$ cat src/rtl/game_pkg.sv
// rtl/game_pkg.sv - shared state encoding, stage constants and counter sizing for the game sequencer
package game_pkg;

    typedef enum logic [3:0] {
        TITLE_DRAW,
        TITLE_WAIT,
        BEGIN_DRAW,
        BEGIN_HOLD,
        PLAY,
        CLEAR_DRAW,
        CLEAR_HOLD,
        WIN_DRAW,
        LOSE_DRAW,
        END_WAIT,
        REARM
    } state_t;

    localparam logic [1:0] STAGE_LAST = 2'd3;

    // One counter serves both the hold and the watchdog, so size it for the larger.
    function automatic int cnt_w(input int hold_cycles, input int timeout_cycles);
        return $clog2(((hold_cycles > timeout_cycles) ? hold_cycles : timeout_cycles) + 1);
    endfunction

    function automatic logic is_draw(input state_t s);
        return (s == TITLE_DRAW) || (s == BEGIN_DRAW) || (s == CLEAR_DRAW) ||
               (s == WIN_DRAW)   || (s == LOSE_DRAW);
    endfunction

    function automatic logic is_hold(input state_t s);
        return (s == BEGIN_HOLD) || (s == CLEAR_HOLD);
    endfunction

    // Stage 1..3 to a one-hot request select; stage 0 selects nothing.
    function automatic logic [2:0] stage_onehot(input logic [1:0] stage);
        logic [2:0] v;
        v = 3'b000;
        case (stage)
            2'd1:    v = 3'b001;
            2'd2:    v = 3'b010;
            2'd3:    v = 3'b100;
            default: v = 3'b000;
        endcase
        return v;
    endfunction

endpackage

$ cat src/rtl/game_flow_controller_if.sv
// rtl/game_flow_controller_if.sv - screen request / draw-done handshake bundle between sequencer and display side
// master: the sequencer (drives requests, play_enable, current_stage, draw_resetn, draw_timeout)
// slave : gameplay + draw modules (drive start_key, stage_clear, player_dead and all *_done)
interface game_flow_controller_if;
    logic       start_key;
    logic       stage_clear;
    logic       player_dead;
    logic       SAVE_GPA_done;
    logic       stage_1_begin_done;
    logic       stage_2_begin_done;
    logic       stage_3_begin_done;
    logic       stage_1_end_display_done;
    logic       stage_2_end_display_done;
    logic       stage_3_end_display_done;
    logic       WIN_done;
    logic       LOSE_done;
    logic       wait_start;
    logic       stage_1_begin;
    logic       stage_1_done;
    logic       stage_2_begin;
    logic       stage_2_done;
    logic       stage_3_begin;
    logic       stage_3_done;
    logic       win;
    logic       game_over;
    logic       play_enable;
    logic [1:0] current_stage;
    logic       draw_resetn;
    logic       draw_timeout;

    modport master (
        input  start_key, stage_clear, player_dead, SAVE_GPA_done,
               stage_1_begin_done, stage_2_begin_done, stage_3_begin_done,
               stage_1_end_display_done, stage_2_end_display_done, stage_3_end_display_done,
               WIN_done, LOSE_done,
        output wait_start, stage_1_begin, stage_1_done, stage_2_begin, stage_2_done,
               stage_3_begin, stage_3_done, win, game_over,
               play_enable, current_stage, draw_resetn, draw_timeout
    );

    modport slave (
        output start_key, stage_clear, player_dead, SAVE_GPA_done,
               stage_1_begin_done, stage_2_begin_done, stage_3_begin_done,
               stage_1_end_display_done, stage_2_end_display_done, stage_3_end_display_done,
               WIN_done, LOSE_done,
        input  wait_start, stage_1_begin, stage_1_done, stage_2_begin, stage_2_done,
               stage_3_begin, stage_3_done, win, game_over,
               play_enable, current_stage, draw_resetn, draw_timeout
    );
endinterface

$ cat src/rtl/hold_timer.sv
// rtl/hold_timer.sv - loadable down-counter that parks at zero and flags expiry
// Ports: clk, resetn (async active-low), i_load / i_load_val (load wins over counting), o_expired (count is zero)
module hold_timer #(
    parameter int W = 8
) (
    input  logic         clk,
    input  logic         resetn,
    input  logic         i_load,
    input  logic [W-1:0] i_load_val,
    output logic         o_expired
);
    logic [W-1:0] r_cnt;

    always_ff @(posedge clk or negedge resetn) begin
        if (!resetn) begin
            r_cnt <= '0;
        end else if (i_load) begin
            r_cnt <= i_load_val;
        end else if (r_cnt != '0) begin
            r_cnt <= r_cnt - W'(1);
        end
    end

    assign o_expired = (r_cnt == '0);
endmodule

$ cat src/rtl/game_flow_controller.sv
// rtl/game_flow_controller.sv - top-level game sequencer issuing one-hot screen requests with hold time and draw watchdog
// Ports: clk, resetn (async active-low), bus (game_flow_controller_if.master: inputs start_key, stage_clear,
//        player_dead, *_done; registered outputs screen requests, play_enable, current_stage, draw_resetn, draw_timeout)
module game_flow_controller
    import game_pkg::*;
#(
    parameter int HOLD_CYCLES    = 50_000_000,
    parameter int TIMEOUT_CYCLES = 200_000
) (
    input  logic                  clk,
    input  logic                  resetn,
    game_flow_controller_if.master bus
);
    localparam int CNT_W = cnt_w(HOLD_CYCLES, TIMEOUT_CYCLES);

    state_t       r_state;
    logic [1:0]   r_stage;
    logic         r_armed;
    logic         r_timeout;
    logic         r_wait_start;
    logic [2:0]   r_begin;
    logic [2:0]   r_done;
    logic         r_win;
    logic         r_over;
    logic         r_play;
    logic         r_draw_resetn;

    state_t       w_nxt;
    logic [1:0]   w_nstage;
    logic         w_to_set;
    logic         w_expired;
    logic         w_fire;
    logic         w_begin_done;
    logic         w_end_done;
    logic         w_load;
    logic [CNT_W-1:0] w_load_val;

    // The counter resets to zero, so the first cycle out of reset must load the
    // title watchdog instead of treating zero as an expiry.
    assign w_fire = w_expired & r_armed;

    always_comb begin
        w_begin_done = 1'b0;
        w_end_done   = 1'b0;
        case (r_stage)
            2'd1: begin
                w_begin_done = bus.stage_1_begin_done;
                w_end_done   = bus.stage_1_end_display_done;
            end
            2'd2: begin
                w_begin_done = bus.stage_2_begin_done;
                w_end_done   = bus.stage_2_end_display_done;
            end
            2'd3: begin
                w_begin_done = bus.stage_3_begin_done;
                w_end_done   = bus.stage_3_end_display_done;
            end
            default: ;
        endcase
    end

    // Next state; a done arriving with the watchdog expiry counts as done.
    always_comb begin
        w_nxt    = r_state;
        w_nstage = r_stage;
        w_to_set = 1'b0;
        case (r_state)
            TITLE_DRAW: if (bus.SAVE_GPA_done || w_fire) begin
                w_nxt    = TITLE_WAIT;
                w_to_set = !bus.SAVE_GPA_done;
            end
            TITLE_WAIT: if (bus.start_key) begin
                w_nxt    = BEGIN_DRAW;
                w_nstage = 2'd1;
            end
            BEGIN_DRAW: if (w_begin_done || w_fire) begin
                w_nxt    = BEGIN_HOLD;
                w_to_set = !w_begin_done;
            end
            BEGIN_HOLD: if (w_expired) w_nxt = PLAY;
            PLAY: begin
                if (bus.player_dead)      w_nxt = LOSE_DRAW;
                else if (bus.stage_clear) w_nxt = CLEAR_DRAW;
            end
            CLEAR_DRAW: if (w_end_done || w_fire) begin
                w_nxt    = CLEAR_HOLD;
                w_to_set = !w_end_done;
            end
            CLEAR_HOLD: if (w_expired) begin
                if (r_stage == STAGE_LAST) begin
                    w_nxt = WIN_DRAW;
                end else begin
                    w_nxt    = BEGIN_DRAW;
                    w_nstage = r_stage + 2'd1;
                end
            end
            WIN_DRAW: if (bus.WIN_done || w_fire) begin
                w_nxt    = END_WAIT;
                w_to_set = !bus.WIN_done;
            end
            LOSE_DRAW: if (bus.LOSE_done || w_fire) begin
                w_nxt    = END_WAIT;
                w_to_set = !bus.LOSE_done;
            end
            END_WAIT: if (bus.start_key) begin
                w_nxt    = REARM;
                w_nstage = 2'd0;
            end
            REARM:   w_nxt = TITLE_DRAW;
            default: w_nxt = TITLE_DRAW;
        endcase
    end

    assign w_load     = !r_armed || ((w_nxt != r_state) && (is_draw(w_nxt) || is_hold(w_nxt)));
    assign w_load_val = is_hold(w_nxt) ? CNT_W'(HOLD_CYCLES - 1) : CNT_W'(TIMEOUT_CYCLES - 1);

    hold_timer #(.W(CNT_W)) u_timer (
        .clk        (clk),
        .resetn     (resetn),
        .i_load     (w_load),
        .i_load_val (w_load_val),
        .o_expired  (w_expired)
    );

    // Outputs are decoded from the next state so they move on the same edge as the state.
    always_ff @(posedge clk or negedge resetn) begin
        if (!resetn) begin
            r_state       <= TITLE_DRAW;
            r_stage       <= 2'd0;
            r_armed       <= 1'b0;
            r_timeout     <= 1'b0;
            r_wait_start  <= 1'b1;
            r_begin       <= 3'b000;
            r_done        <= 3'b000;
            r_win         <= 1'b0;
            r_over        <= 1'b0;
            r_play        <= 1'b0;
            r_draw_resetn <= 1'b1;
        end else begin
            r_state       <= w_nxt;
            r_stage       <= w_nstage;
            r_armed       <= 1'b1;
            if (w_to_set) r_timeout <= 1'b1;
            r_wait_start  <= (w_nxt == TITLE_DRAW) || (w_nxt == TITLE_WAIT);
            r_begin       <= ((w_nxt == BEGIN_DRAW) || (w_nxt == BEGIN_HOLD)) ? stage_onehot(w_nstage) : 3'b000;
            r_done        <= ((w_nxt == CLEAR_DRAW) || (w_nxt == CLEAR_HOLD)) ? stage_onehot(w_nstage) : 3'b000;
            // END_WAIT keeps whichever terminal screen was being drawn.
            r_win         <= (w_nxt == WIN_DRAW)  || ((w_nxt == END_WAIT) && r_win);
            r_over        <= (w_nxt == LOSE_DRAW) || ((w_nxt == END_WAIT) && r_over);
            r_play        <= (w_nxt == PLAY);
            r_draw_resetn <= (w_nxt != REARM);
        end
    end

    assign bus.wait_start    = r_wait_start;
    assign bus.stage_1_begin = r_begin[0];
    assign bus.stage_2_begin = r_begin[1];
    assign bus.stage_3_begin = r_begin[2];
    assign bus.stage_1_done  = r_done[0];
    assign bus.stage_2_done  = r_done[1];
    assign bus.stage_3_done  = r_done[2];
    assign bus.win           = r_win;
    assign bus.game_over     = r_over;
    assign bus.play_enable   = r_play;
    assign bus.current_stage = r_stage;
    assign bus.draw_resetn   = r_draw_resetn;
    assign bus.draw_timeout  = r_timeout;
endmodule

$ cat src/flat_wrapper.sv
// flat-port wrapper written by rule: the top's interface ports become plain ports
module game_flow_controller_flat import game_pkg::*;
#(
    parameter int HOLD_CYCLES    = 50_000_000,
    parameter int TIMEOUT_CYCLES = 200_000
)
  (clk, resetn, bus_start_key, bus_stage_clear, bus_player_dead, bus_SAVE_GPA_done, bus_stage_1_begin_done, bus_stage_2_begin_done, bus_stage_3_begin_done, bus_stage_1_end_display_done, bus_stage_2_end_display_done, bus_stage_3_end_display_done, bus_WIN_done, bus_LOSE_done, bus_wait_start, bus_stage_1_begin, bus_stage_1_done, bus_stage_2_begin, bus_stage_2_done, bus_stage_3_begin, bus_stage_3_done, bus_win, bus_game_over, bus_play_enable, bus_current_stage, bus_draw_resetn, bus_draw_timeout);
  game_flow_controller_if bus_i ();
  input  logic clk;
  input  logic resetn;
  input wire logic [$bits(bus_i.start_key)-1:0] bus_start_key;
  input wire logic [$bits(bus_i.stage_clear)-1:0] bus_stage_clear;
  input wire logic [$bits(bus_i.player_dead)-1:0] bus_player_dead;
  input wire logic [$bits(bus_i.SAVE_GPA_done)-1:0] bus_SAVE_GPA_done;
  input wire logic [$bits(bus_i.stage_1_begin_done)-1:0] bus_stage_1_begin_done;
  input wire logic [$bits(bus_i.stage_2_begin_done)-1:0] bus_stage_2_begin_done;
  input wire logic [$bits(bus_i.stage_3_begin_done)-1:0] bus_stage_3_begin_done;
  input wire logic [$bits(bus_i.stage_1_end_display_done)-1:0] bus_stage_1_end_display_done;
  input wire logic [$bits(bus_i.stage_2_end_display_done)-1:0] bus_stage_2_end_display_done;
  input wire logic [$bits(bus_i.stage_3_end_display_done)-1:0] bus_stage_3_end_display_done;
  input wire logic [$bits(bus_i.WIN_done)-1:0] bus_WIN_done;
  input wire logic [$bits(bus_i.LOSE_done)-1:0] bus_LOSE_done;
  output wire logic [$bits(bus_i.wait_start)-1:0] bus_wait_start;
  output wire logic [$bits(bus_i.stage_1_begin)-1:0] bus_stage_1_begin;
  output wire logic [$bits(bus_i.stage_1_done)-1:0] bus_stage_1_done;
  output wire logic [$bits(bus_i.stage_2_begin)-1:0] bus_stage_2_begin;
  output wire logic [$bits(bus_i.stage_2_done)-1:0] bus_stage_2_done;
  output wire logic [$bits(bus_i.stage_3_begin)-1:0] bus_stage_3_begin;
  output wire logic [$bits(bus_i.stage_3_done)-1:0] bus_stage_3_done;
  output wire logic [$bits(bus_i.win)-1:0] bus_win;
  output wire logic [$bits(bus_i.game_over)-1:0] bus_game_over;
  output wire logic [$bits(bus_i.play_enable)-1:0] bus_play_enable;
  output wire logic [$bits(bus_i.current_stage)-1:0] bus_current_stage;
  output wire logic [$bits(bus_i.draw_resetn)-1:0] bus_draw_resetn;
  output wire logic [$bits(bus_i.draw_timeout)-1:0] bus_draw_timeout;
  assign bus_i.start_key = bus_start_key;
  assign bus_i.stage_clear = bus_stage_clear;
  assign bus_i.player_dead = bus_player_dead;
  assign bus_i.SAVE_GPA_done = bus_SAVE_GPA_done;
  assign bus_i.stage_1_begin_done = bus_stage_1_begin_done;
  assign bus_i.stage_2_begin_done = bus_stage_2_begin_done;
  assign bus_i.stage_3_begin_done = bus_stage_3_begin_done;
  assign bus_i.stage_1_end_display_done = bus_stage_1_end_display_done;
  assign bus_i.stage_2_end_display_done = bus_stage_2_end_display_done;
  assign bus_i.stage_3_end_display_done = bus_stage_3_end_display_done;
  assign bus_i.WIN_done = bus_WIN_done;
  assign bus_i.LOSE_done = bus_LOSE_done;
  assign bus_wait_start = bus_i.wait_start;
  assign bus_stage_1_begin = bus_i.stage_1_begin;
  assign bus_stage_1_done = bus_i.stage_1_done;
  assign bus_stage_2_begin = bus_i.stage_2_begin;
  assign bus_stage_2_done = bus_i.stage_2_done;
  assign bus_stage_3_begin = bus_i.stage_3_begin;
  assign bus_stage_3_done = bus_i.stage_3_done;
  assign bus_win = bus_i.win;
  assign bus_game_over = bus_i.game_over;
  assign bus_play_enable = bus_i.play_enable;
  assign bus_current_stage = bus_i.current_stage;
  assign bus_draw_resetn = bus_i.draw_resetn;
  assign bus_draw_timeout = bus_i.draw_timeout;
  game_flow_controller #(.HOLD_CYCLES(HOLD_CYCLES), .TIMEOUT_CYCLES(TIMEOUT_CYCLES)) u_core (.clk(clk), .resetn(resetn), .bus(bus_i));
endmodule
$ cat config.mk
export PLATFORM = sky130hd
export DESIGN_NAME = game_flow_controller_flat
export DESIGN_NICKNAME = d
export VERILOG_FILES = /design/src/rtl/game_pkg.sv /design/src/rtl/game_flow_controller_if.sv /design/src/rtl/hold_timer.sv /design/src/rtl/game_flow_controller.sv /design/src/flat_wrapper.sv
export SDC_FILE = /design/constraint.sdc
export NUM_CORES = 1
export LEC_CHECK = 0
export CORE_MARGIN = 5
export CORE_UTILIZATION = 55
export CTS_CLUSTER_DIAMETER = 80
export DETAILED_ROUTE_END_ITERATION = 10
export PLACE_DENSITY_LB_ADDON = 0.3
export SYNTH_ARGS = -nofsm -noshare
export SYNTH_HDL_FRONTEND = slang
export SYNTH_SLANG_ARGS = --single-unit
$ cat constraint.sdc
create_clock -name clk -period 7.1 [get_ports clk]
set_input_delay 1.42 -clock clk [delete_from_list [all_inputs] [get_ports clk]]
set_output_delay 1.42 -clock clk [all_outputs]
set_load 0.02 [all_outputs]
==> results of run 1 <==
cell families (layout without fill, tap and decap cells):
| logic type | count (synthesis) | after routing | share of synthesized area, % |
|---|---|---|---|
| DFF | 45 | 45 | 43.3 |
| AOI/OAI and AO/OA | 58 | 58 | 18.2 |
| other | 1 | 1 | 0.144 |
| muxes | 2 | 2 | 0.864 |
| xor gates and xnor gates | 22 | 22 | 7.40 |
| and+or+nand+nor | 125 | 125 | 25.3 |
| buffers and inverters | 18 | 43 | 4.27 |
| adders and majority gates | 1 | 1 | 0.480 |
registers in the layout, indices dropped and copies added (netlist names):
name and count:
u_core.bus.current_stage 2, u_core.bus.draw_resetn 1, u_core.bus.draw_timeout 1, u_core.bus.game_over 1
u_core.bus.play_enable 1, u_core.bus.wait_start 1, u_core.bus.win 1, u_core.r_armed 1
u_core.r_begin 3, u_core.r_done 3, u_core.r_state 4, u_core.u_timer.r_cnt 26
stage by stage:
stage / setup WS, ns / power, mW / instances / instance area, um2
2_1_floorplan: 3.66 / 0.298 / 272 / 2610
3_3_place_gp: 2.41 / 0.314 / 343 / 2870
3_5_place_dp: 2.38 / 0.315 / 343 / 2870
4_1_cts: 2.64 / 0.488 / 351 / 2970
5_1_grt: 2.34 / 0.506 / 351 / 2970
6_report: 2.66 / 0.485 / 351 / 2970
cell type report:
cell class	count	share of cell area, %
multi-input combinational	209	46.1
sequential	45	38.0
timing repair buffer	28	9.19
clock buffer	7	3.24
tap	54	2.28
inverter	7	0.969
clock inverter	1	0.169
power groups by stage:
stage,clock network [mW],registers [mW],logic (mW)
6_report,0.175,0.273,0.0371
5_1_grt,0.190,0.274,0.0416
4_1_cts,0.177,0.273,0.0377
3_5_place_dp,0,0.278,0.0373
3_3_place_gp,0,0.277,0.0364
2_1_floorplan,0,0.276,0.0217
worst max-delay path: stages:
cell             delay [ns]
clkdlybuf4s50_1        0.40
mux2_2                 0.26
a22oi_1                0.18
o21ai_1                0.12
a21oi_2                0.27
and3_1                 0.38
inv_2                  0.12
nor3_4                 0.16
nor2_2                 0.09
o211ai_1               0.94
o21ai_0                0.21
cell usage after synthesis (4+ instances only):
cell type | number | area, um2
a21oi_1 | 9 | 45.0
nor2b_1 | 4 | 25.0
nor2_1 | 38 | 143
nor4_1 | 5 | 31.3
nand3_1 | 5 | 25.0
nand2_1 | 30 | 113
o31ai_2 | 5 | 62.6
buf_6 | 4 | 45.0
o21ai_0 | 9 | 45.0
or4_1 | 4 | 30.0
dfrtp_1 | 43 | 1080
xnor2_1 | 8 | 70.1
o31ai_1 | 5 | 37.5
nor3_1 | 12 | 60.1
inv_1 | 5 | 18.8
xor2_1 | 14 | 123
worst max-delay path by stage:
stage,end,cells past startpoint
2_1_floorplan,u_core.u_timer.r_cnt[21],11
3_3_place_gp,u_core.u_timer.r_cnt[0],11
3_5_place_dp,u_core.u_timer.r_cnt[14],11
4_1_cts,u_core.u_timer.r_cnt[0],11
5_1_grt,u_core.u_timer.r_cnt[0],11
6_report,u_core.u_timer.r_cnt[14],11
routing by layer:
| layer | vias to the layer above | track usage, % | wire (um) |
|---|---|---|---|
| li1 | 1019 | - | - |
| met1 | 1015 | 25.4 | 2560 |
| met2 | 70 | 31.8 | 2660 |
| met3 | 13 | 4.31 | 311 |
| met4 | 0 | 7.22 | 89 |
| met5 | - | 0 | 0 |
==> qor.txt, run 1 <==
status - complete, no violations
n_diodes - 0
Vias per Instance - 6.03
critical path fanouts, max - 11
Internal - 0.370 mW
total track usage - 19.5%
EDFF count, synth - 0
Pleak - 1.14 nW
CTS tree - built
most frequent cells in the layout - 43 x dfrtp_1, 38 x nor2_1, 30 x nand2_1, 26 x clkdlybuf4s50_1, 14 x xor2_1
Reg2Reg Depth - 12
commonest non-fill, non-tap cell in the layout - dfrtp_1
Top FF cell, synth - dfrtp_1
Post-CTS Setup Bufs - 0
height of the die - 78.8 um
Peak supply drop - 146 uV
measured slew at the worst slew-check pin - 1.18 ns
drt wl/cell - 16.0 um
vias in the first global route - 2076
CTS clk-pin slew, worst paths - 0.08 ns
share of cells above drive strength 1 - 15.2%
P&R area growth vs syn - 14.0%
post-route ant nets - 0
Final Core Density - 63.7%
Critical R2R Capture - u_core.u_timer.r_cnt[14]
Logic pwr share - 7.7%
Max-Cap Viols - 0
DRT Pass-1 Iters - 5
CP Capture Type - register
Seq cells post-synth - 45
DP HPWL - 3.99 mm
critical path class - primary input to register
hold endpoint - u_core.bus.game_over
Hold Vio Cnt, Final - 0
Critical Path RT - 7.22 ns
Post-CTS Hold Buffers - 0
number of remaining DRC errors - 0
grt ovf - 0
CP arrival - 4.56 ns
Clock Tree Root - clkbuf_8
HP Start - u_core.bus.game_over
power density over cell area - 163 nW/um2
Final min period - 4.44 ns
Yosys cell types - 65
Die Wd - 78.8 um
final setup TNS - 0 ns
clock buffer count from CTS - 5
Final nets - 311
RSZ-0062 raised after global routing - no
clock share of power - 36.0%
clk buf depth - 2
Sequential Power Share - 56.3%
average size of a mapped cell - 9.58 um2
initial core utilization - 55.9%
final worst path period share - 62.5%
setup violators final - 0
register area - 1130 um2
Hold Slack - 0.499 ns
antenna violations before repair - 0
Startpoint Class - primary input
max_slew headroom - 20.8%
sequential area share after synthesis - 43.3%
Psw - 0.115 mW
Port Buf Inserts - 27
maximum clock frequency - 225 MHz
CTS Sinks - 45
cts repair resizes - 0
cell count after synthesis - 272
Netlist Area Pre-Place - 2600 um2
Final Skew - 0.00779 ns
total die area - 6210 um2
clk_lat worst skew - 0.30 ns
drt total wl - 5.62 mm
Synth Warn # - 0
IO Pins - 28
Mapped Nets - 287
Iter 0 DRT Violations - 249
Hold/Removal Path Class - register to register
Synth async-reset ratio - 100%
multi-input logic area - 1370 um2
worst setup path start - bus_stage_3_begin_done
RR Startpoint - u_core.u_timer.r_cnt[0]
max-slew violation count - 0
Layout fillers - 405
largest net degree at the start of global routing - 46
vias - 2117
hold path depth - 1
first-pass GRT wire length - 9.60 mm
core area - 4660 um2
Sw Ratio - 23.7%
FP Rows - 25
R2R Setup Slk - 2.92 ns
CTS HTree Levels - 2
gpl congestion - 0.903
Note: power is estimated with default switching activity, not from simulation.
==> run 2: changes to the inputs <==
clock period = 4.5 ns   (was 7.1 ns; I/O delays follow)
==> run 2 against run 1 <==
  * Hold slack worse by 0.0014 ns
  * Cell area up 0.76%
  * First-iteration DRC count down 43%
  * Die area unchanged
  * Sequential share of layout area down 0.29 points
  * Total power up 67%
  * Sequential power up 58%
==> qor.txt, run 2 (synthesized netlist as in run 1, its figures left out) <==
final worst path period share - 92.4%
share of cells above drive strength 1 - 15.1% (was 15.2%)
grt ovf - 0 (unchanged)
Critical Path RT - 4.62 ns (was 7.22 ns)
DP HPWL - 4.02 mm (was 3.99 mm)
Die Wd - 78.8 um (unchanged)
drt wl/cell - 16.0 um (about the same)
Sequential Power Share - 53.3% (was 56.3%)
Post-CTS Setup Bufs - 0 (unchanged)
Psw - 0.182 mW (was 0.115 mW)
critical path class - register to register (was primary input to register)
IO Pins - 28 (unchanged)
Clock Tree Root - clkbuf_8 (unchanged)
gpl congestion - 0.938 (was 0.903)
drt total wl - 5.64 mm (was 5.62 mm)
Iter 0 DRT Violations - 143 (was 249)
maximum clock frequency - 240 MHz
Reg2Reg Depth - 12 (unchanged)
max reg flops - 26 (unchanged)
critical path fanouts, max - 11 (unchanged)
most frequent cells in the layout - 43 x dfrtp_1, 38 x nor2_1, 30 x nand2_1, 26 x clkdlybuf4s50_1, 14 x xor2_1 (unchanged)
Final Skew - 0.00829 ns (was 0.00779 ns)
worst setup path start - u_core.u_timer.r_cnt[0] (was bus_stage_3_begin_done)
R2R Setup Slk - 0.34 ns (was 2.92 ns)
CTS HTree Levels - 2 (unchanged)
FP Rows - 25 (unchanged)
vias in the first global route - 2092 (was 2076)
clock share of power - 39.4% (was 36.0%)
Hold Vio Cnt, Final - 0 (unchanged)
clk buf depth - 2 (unchanged)
RR Startpoint - u_core.u_timer.r_cnt[0] (unchanged)
DRT Pass-1 Iters - 4 (was 5)
Hold/Removal Path Class - register to register (unchanged)
cts repair resizes - 0 (unchanged)
Internal - 0.626 mW (was 0.370 mW)
Final nets - 312 (was 311)
largest net degree at the start of global routing - 46 (unchanged)
P&R area growth vs syn - 14.8% (was 14.0%)
status - complete, no violations (unchanged)
total track usage - 19.9% (was 19.5%)
CTS Sinks - 45 (unchanged)
Peak supply drop - 237 uV (was 146 uV)
initial core utilization - 55.9% (unchanged)
CTS tree - built (unchanged)
Biggest register - u_core.u_timer.r_cnt (unchanged)
first-pass GRT wire length - 9.87 mm (was 9.60 mm)
Critical R2R Capture - u_core.u_timer.r_cnt[0] (was u_core.u_timer.r_cnt[14])
clk_lat worst skew - 0.30 ns (about the same)
n_diodes - 0 (unchanged)
number of remaining DRC errors - 0 (unchanged)
Final min period - 4.16 ns
power density over cell area - 270 nW/um2 (was 163 nW/um2)
Max-Cap Viols - 0 (unchanged)
post-route ant nets - 0 (unchanged)
core area - 4660 um2 (unchanged)
max_slew headroom - 20.3% (was 20.8%)
Pleak - 1.15 nW (was 1.14 nW)
Final Core Density - 64.2% (was 63.7%)
clock buffer count from CTS - 5 (unchanged)
Sw Ratio - 22.5% (was 23.7%)
commonest non-fill, non-tap cell in the layout - dfrtp_1 (unchanged)
CTS clk-pin slew, worst paths - 0.08 ns (about the same)
setup violators final - 0 (unchanged)
antenna violations before repair - 0 (unchanged)
Startpoint Class - register (was primary input)
total die area - 6210 um2 (unchanged)
max-slew violation count - 0 (unchanged)
RSZ-0062 raised after global routing - no (unchanged)
CP Capture Type - register (unchanged)
Vias per Instance - 5.91 (was 6.03)
Logic pwr share - 7.2% (was 7.7%)
CP arrival - 4.28 ns (was 4.56 ns)
measured slew at the worst slew-check pin - 1.18 ns (about the same)
vias - 2079 (was 2117)
height of the die - 78.8 um (unchanged)
Post-CTS Hold Buffers - 0 (unchanged)
critical path endpoint - u_core.u_timer.r_cnt[0] (was u_core.u_timer.r_cnt[14])
Top Registers - u_core.u_timer.r_cnt x26, u_core.r_state x4 (unchanged)
Port Buf Inserts - 27 (unchanged)
final setup TNS - 0 ns (unchanged)
==> run 2: changes by cell type in the layout (fill, tap and decap cells not counted), sizes merged <==
cell	change
buf	+1
bufinv	+1
clkinv	-1
==> run 2: power groups by stage <==
stage               Sequential (mW)  Clock, mW  Combinational, mW
finish                        0.431      0.318             0.0585
global route                  0.433      0.335             0.0660
detailed placement            0.438          0             0.0593
CTS                           0.430      0.322             0.0596
global placement              0.438          0             0.0578
floorplan                     0.435          0             0.0342
==> run 2: critical path, stage by stage, from the launching register on <==
cell,delay [ns]
dfrtp_1,0.40
inv_1,0.08
ha_1,0.17
or4b_4,0.51
nor4_2,0.37
nand4_1,0.24
a32oi_1,0.30
and3_1,0.39
inv_2,0.12
nor3_4,0.16
nor2_2,0.08
o21ai_0,0.93
o21ai_0,0.21
==> run 2: how the worst min path moves through the flow <==
stage / start / to / slack [ns] / cells after the start
finish: u_core.bus.draw_timeout / u_core.bus.draw_timeout / 0.50 / 1
global route: u_core.bus.draw_timeout / u_core.bus.draw_timeout / 0.54 / 1
CTS: u_core.bus.draw_timeout / u_core.bus.draw_timeout / 0.50 / 1
detailed placement: u_core.bus.draw_timeout / u_core.bus.draw_timeout / 0.48 / 1
global placement: u_core.bus.draw_timeout / u_core.bus.draw_timeout / 0.47 / 1
floorplan: u_core.u_timer.r_cnt[17] / u_core.u_timer.r_cnt[17] / 0.50 / 2
==> run 2: area by class of cell <==
type                       instances  area [um2]
fill                             373        1670
multi-input combinational        209        1370
sequential                        45        1130
timing repair buffer              29         280
clock buffer                       7        86.3
tap                               54        67.6
clock inverter                     1        30.0
inverter                           7        28.8
==> run 2: metrics by stage <==
step           power [mW]  instances  setup WS [ns]  hold slack (ns)  area [um2]
2_1_floorplan       0.470        272           1.24            0.498        2610
3_3_place_gp        0.495        344          0.348            0.473        2880
3_5_place_dp        0.497        344          0.225            0.479        2880
4_1_cts             0.812        352          0.310            0.501        2990
5_1_grt             0.834        352        0.00420            0.536        2990
6_report            0.807        352          0.340            0.498        2990
==> run 2: routing by layer <==
layer  up-vias  routed length, um  global-route usage (%)
met5         -                  0                       0
met4         0                 48                    6.70
met3         4                321                    3.85
met2        56               2690                    32.3
met1      1000               2580                    26.9
li1       1019                  -                       -
==> run 3: changes to the inputs <==
DONT_BUFFER_PORTS = 1   (was not set)
==> run 3 against run 2 <==
  * Critical path depth did not move
  * Die area did not move
  * Sequential power barely moved
  * Wire length fell by 5.0%
  * Register-to-register slack improved by 0.17 ns
  * Total power fell by 11%
  * Critical endpoint is now u_core.u_timer.r_cnt[8]
==> qor.txt, run 3 (synthesized netlist as in run 1, its figures left out) <==
dpl ws - 0.451 ns (was 0.225 ns)
Vias per Instance - 6.16 (was 5.91)
post-route ant nets - 0 (unchanged)
critical path fanouts, max - 11 (unchanged)
CTS clk-pin slew, worst paths - 0.09 ns (was 0.08 ns)
Clock Tree Root - clkbuf_8 (unchanged)
largest net degree at the start of global routing - 46 (unchanged)
Post-CTS Hold Buffers - 0 (unchanged)
first-pass GRT wire length - 8.85 mm (was 9.87 mm)
Peak supply drop - 181 uV (was 237 uV)
P&R area growth vs syn - 3.36% (was 14.8%)
max_slew headroom - 26.4% (was 20.3%)
CP Buf/Inv Count - 2 (unchanged)
CP peak stage delay - 0.86 ns (was 0.93 ns)
Final nets - 285 (was 312)
total track usage - 18.4% (was 19.9%)
critical path class - register to register (unchanged)
Final Skew - 0.00913 ns (was 0.00829 ns)
vias - 2002 (was 2079)
core area - 4660 um2 (unchanged)
height of the die - 78.8 um (unchanged)
CP arrival - 4.13 ns (was 4.28 ns)
Iter 0 DRT Violations - 213 (was 143)
maximum clock frequency - 251 MHz (was 240 MHz)
Layout fillers - 406 (was 373)
setup violators final - 0 (unchanged)
clk buf depth - 2 (unchanged)
grt ovf - 0 (unchanged)
DP HPWL - 3.82 mm (was 4.02 mm)
commonest non-fill, non-tap cell in the layout - dfrtp_1 (unchanged)
Critical Path RT - 4.64 ns (was 4.62 ns)
CP Capture Type - register (unchanged)
Critical Path Stages - 12 (unchanged)
vias in the first global route - 1882 (was 2092)
max-slew violation count - 0 (unchanged)
non-filler cells, final - 325 (was 352)
CP max-delay cell - o21ai_0 (unchanged)
Pleak - 1.03 nW (was 1.15 nW)
cts repair resizes - 0 (unchanged)
clock buffer count from CTS - 5 (unchanged)
Die Wd - 78.8 um (unchanged)
n_diodes - 0 (unchanged)
total die area - 6210 um2 (unchanged)
Hold/Removal Path Class - primary input to asynchronous set/reset pin (was register to register)
Hold Slack - 0.274 ns (was 0.498 ns)
measured slew at the worst slew-check pin - 1.09 ns (was 1.18 ns)
CTS tree - built (unchanged)
drt total wl - 5.36 mm (was 5.64 mm)
final setup TNS - 0 ns (unchanged)
max reg flops - 26 (unchanged)
antenna violations before repair - 0 (unchanged)
Post-CTS Setup Bufs - 0 (unchanged)
clk_lat worst skew - 0.31 ns (was 0.30 ns)
share of cells above drive strength 1 - 16.2% (was 15.1%)
DRT Pass-1 Iters - 4 (unchanged)
drt wl/cell - 16.5 um (was 16.0 um)
number of remaining DRC errors - 0 (unchanged)
CP most frequent cell - nor2_2 (was o21ai_0)
Top Family by Delay on Critical Path - simple AND/OR/NAND/NOR gates (unchanged)
most frequent cells in the layout - 43 x dfrtp_1, 38 x nor2_1, 30 x nand2_1, 14 x xor2_1, 11 x nor3_1 (was 43 x dfrtp_1, 38 x nor2_1, 30 x nand2_1, 26 x clkdlybuf4s50_1, 14 x xor2_1)
RSZ-0062 raised after global routing - no (unchanged)
Port Buf Inserts - 0 (was 27)
Hold Vio Cnt, Final - 0 (unchanged)
PnR worst setup slack - 0.508 ns (was 0.340 ns)
cells along the critical path - inv_1, ha_1, or4b_4, or4_4, a2111oi_4, nor2_2, nor3_4, inv_4, a21oi_4, nor2_2, o21ai_0, a31oi_1 (was inv_1, ha_1, or4b_4, nor4_2, nand4_1, a32oi_1, and3_1, inv_2, nor3_4, nor2_2, o21ai_0, o21ai_0)
power density over cell area - 267 nW/um2 (was 270 nW/um2)
Max-Cap Viols - 0 (unchanged)
CTS HTree Levels - 2 (unchanged)
Placed Cells incl. Taps - 317 (was 344)
Reg2Reg Depth - 12 (unchanged)
final worst path period share - 88.7% (was 92.4%)
Biggest register - u_core.u_timer.r_cnt (unchanged)
initial core utilization - 55.9% (unchanged)
status - complete, no violations (unchanged)
Final min period - 3.99 ns (was 4.16 ns)
gpl congestion - 0.879 (was 0.938)
CTS Sinks - 45 (unchanged)
IO Pins - 28 (unchanged)
Top Registers - u_core.u_timer.r_cnt x26, u_core.r_state x4 (unchanged)
FP Rows - 25 (unchanged)
Startpoint Class - register (unchanged)
-- run 3: cell count changes in the layout (fill, tap and decap cells not counted) --
cell	previous run	this run
clkdlybuf4s50_1	26	0
clkinv_2	0	2
buf_2	1	0
clkbuf_8	6	5
bufinv_16	1	0
-- run 3: report_power, final --
part / internal [mW] / switching (mW)
Combinational: 0.0181 / 0.0198
Clock: 0.108 / 0.142
Sequential: 0.416 / 0.0150
Total: 0.542 / 0.176
-- run 3: routing by layer --
| metal | part of all wire (%) | track usage, % | routed length, um | up-vias |
|---|---|---|---|---|
| met5 | 0 | 0 | 0 | - |
| met4 | 2.0 | 6.53 | 108 | 0 |
| met3 | 7.6 | 6.80 | 406 | 15 |
| met2 | 44 | 27.7 | 2360 | 68 |
| met1 | 46 | 24.3 | 2490 | 948 |
| li1 | - | - | - | 971 |
-- run 3: metrics by stage --
step / area (um2) / total power, mW / utilization (%)
after global routing: 2690 / 0.749 / 57.8
after CTS: 2690 / 0.721 / 57.8
after floorplan: 2610 / 0.470 / -
after global placement: 2610 / 0.476 / 56.0
after detailed placement: 2610 / 0.477 / 56.0
final: 2690 / 0.719 / 57.8
-- run 3: final timing paths --
kind | start | endpoint | slack [ns]
max in group asynchronous | resetn | u_core.bus.wait_start | 4.04
min in group clk | u_core.u_timer.r_cnt[17] | u_core.u_timer.r_cnt[17] | 0.55
min | resetn | u_core.u_timer.r_cnt[3] | 0.27
max reg2reg | u_core.u_timer.r_cnt[0] | u_core.u_timer.r_cnt[8] | 0.51
max | u_core.u_timer.r_cnt[0] | u_core.u_timer.r_cnt[8] | 0.51
min reg2reg | u_core.u_timer.r_cnt[17] | u_core.u_timer.r_cnt[17] | 0.55
-- run 3: worst register-to-register path: stages, from the launching register on --
cell and delay, ns:
dfrtp_1 0.40, inv_1 0.08, ha_1 0.16, or4b_4 0.50, or4_4 0.58, a2111oi_4 0.28
nor2_2 0.09, nor3_4 0.35, inv_4 0.10, a21oi_4 0.15, nor2_2 0.06, o21ai_0 0.86
a31oi_1 0.21
-- run 3: area by class of cell --
class | instances | area (um2) | share of cell area, %
Clock buffer | 6 | 72.6 | 2.70
Multi-Input combinational cell | 209 | 1370 | 50.9
Sequential cell | 45 | 1130 | 41.9
Timing Repair Buffer | 2 | 15.0 | 0.558
Clock inverter | 2 | 10.0 | 0.372
Tap cell | 54 | 67.6 | 2.51
Inverter | 7 | 28.8 | 1.07
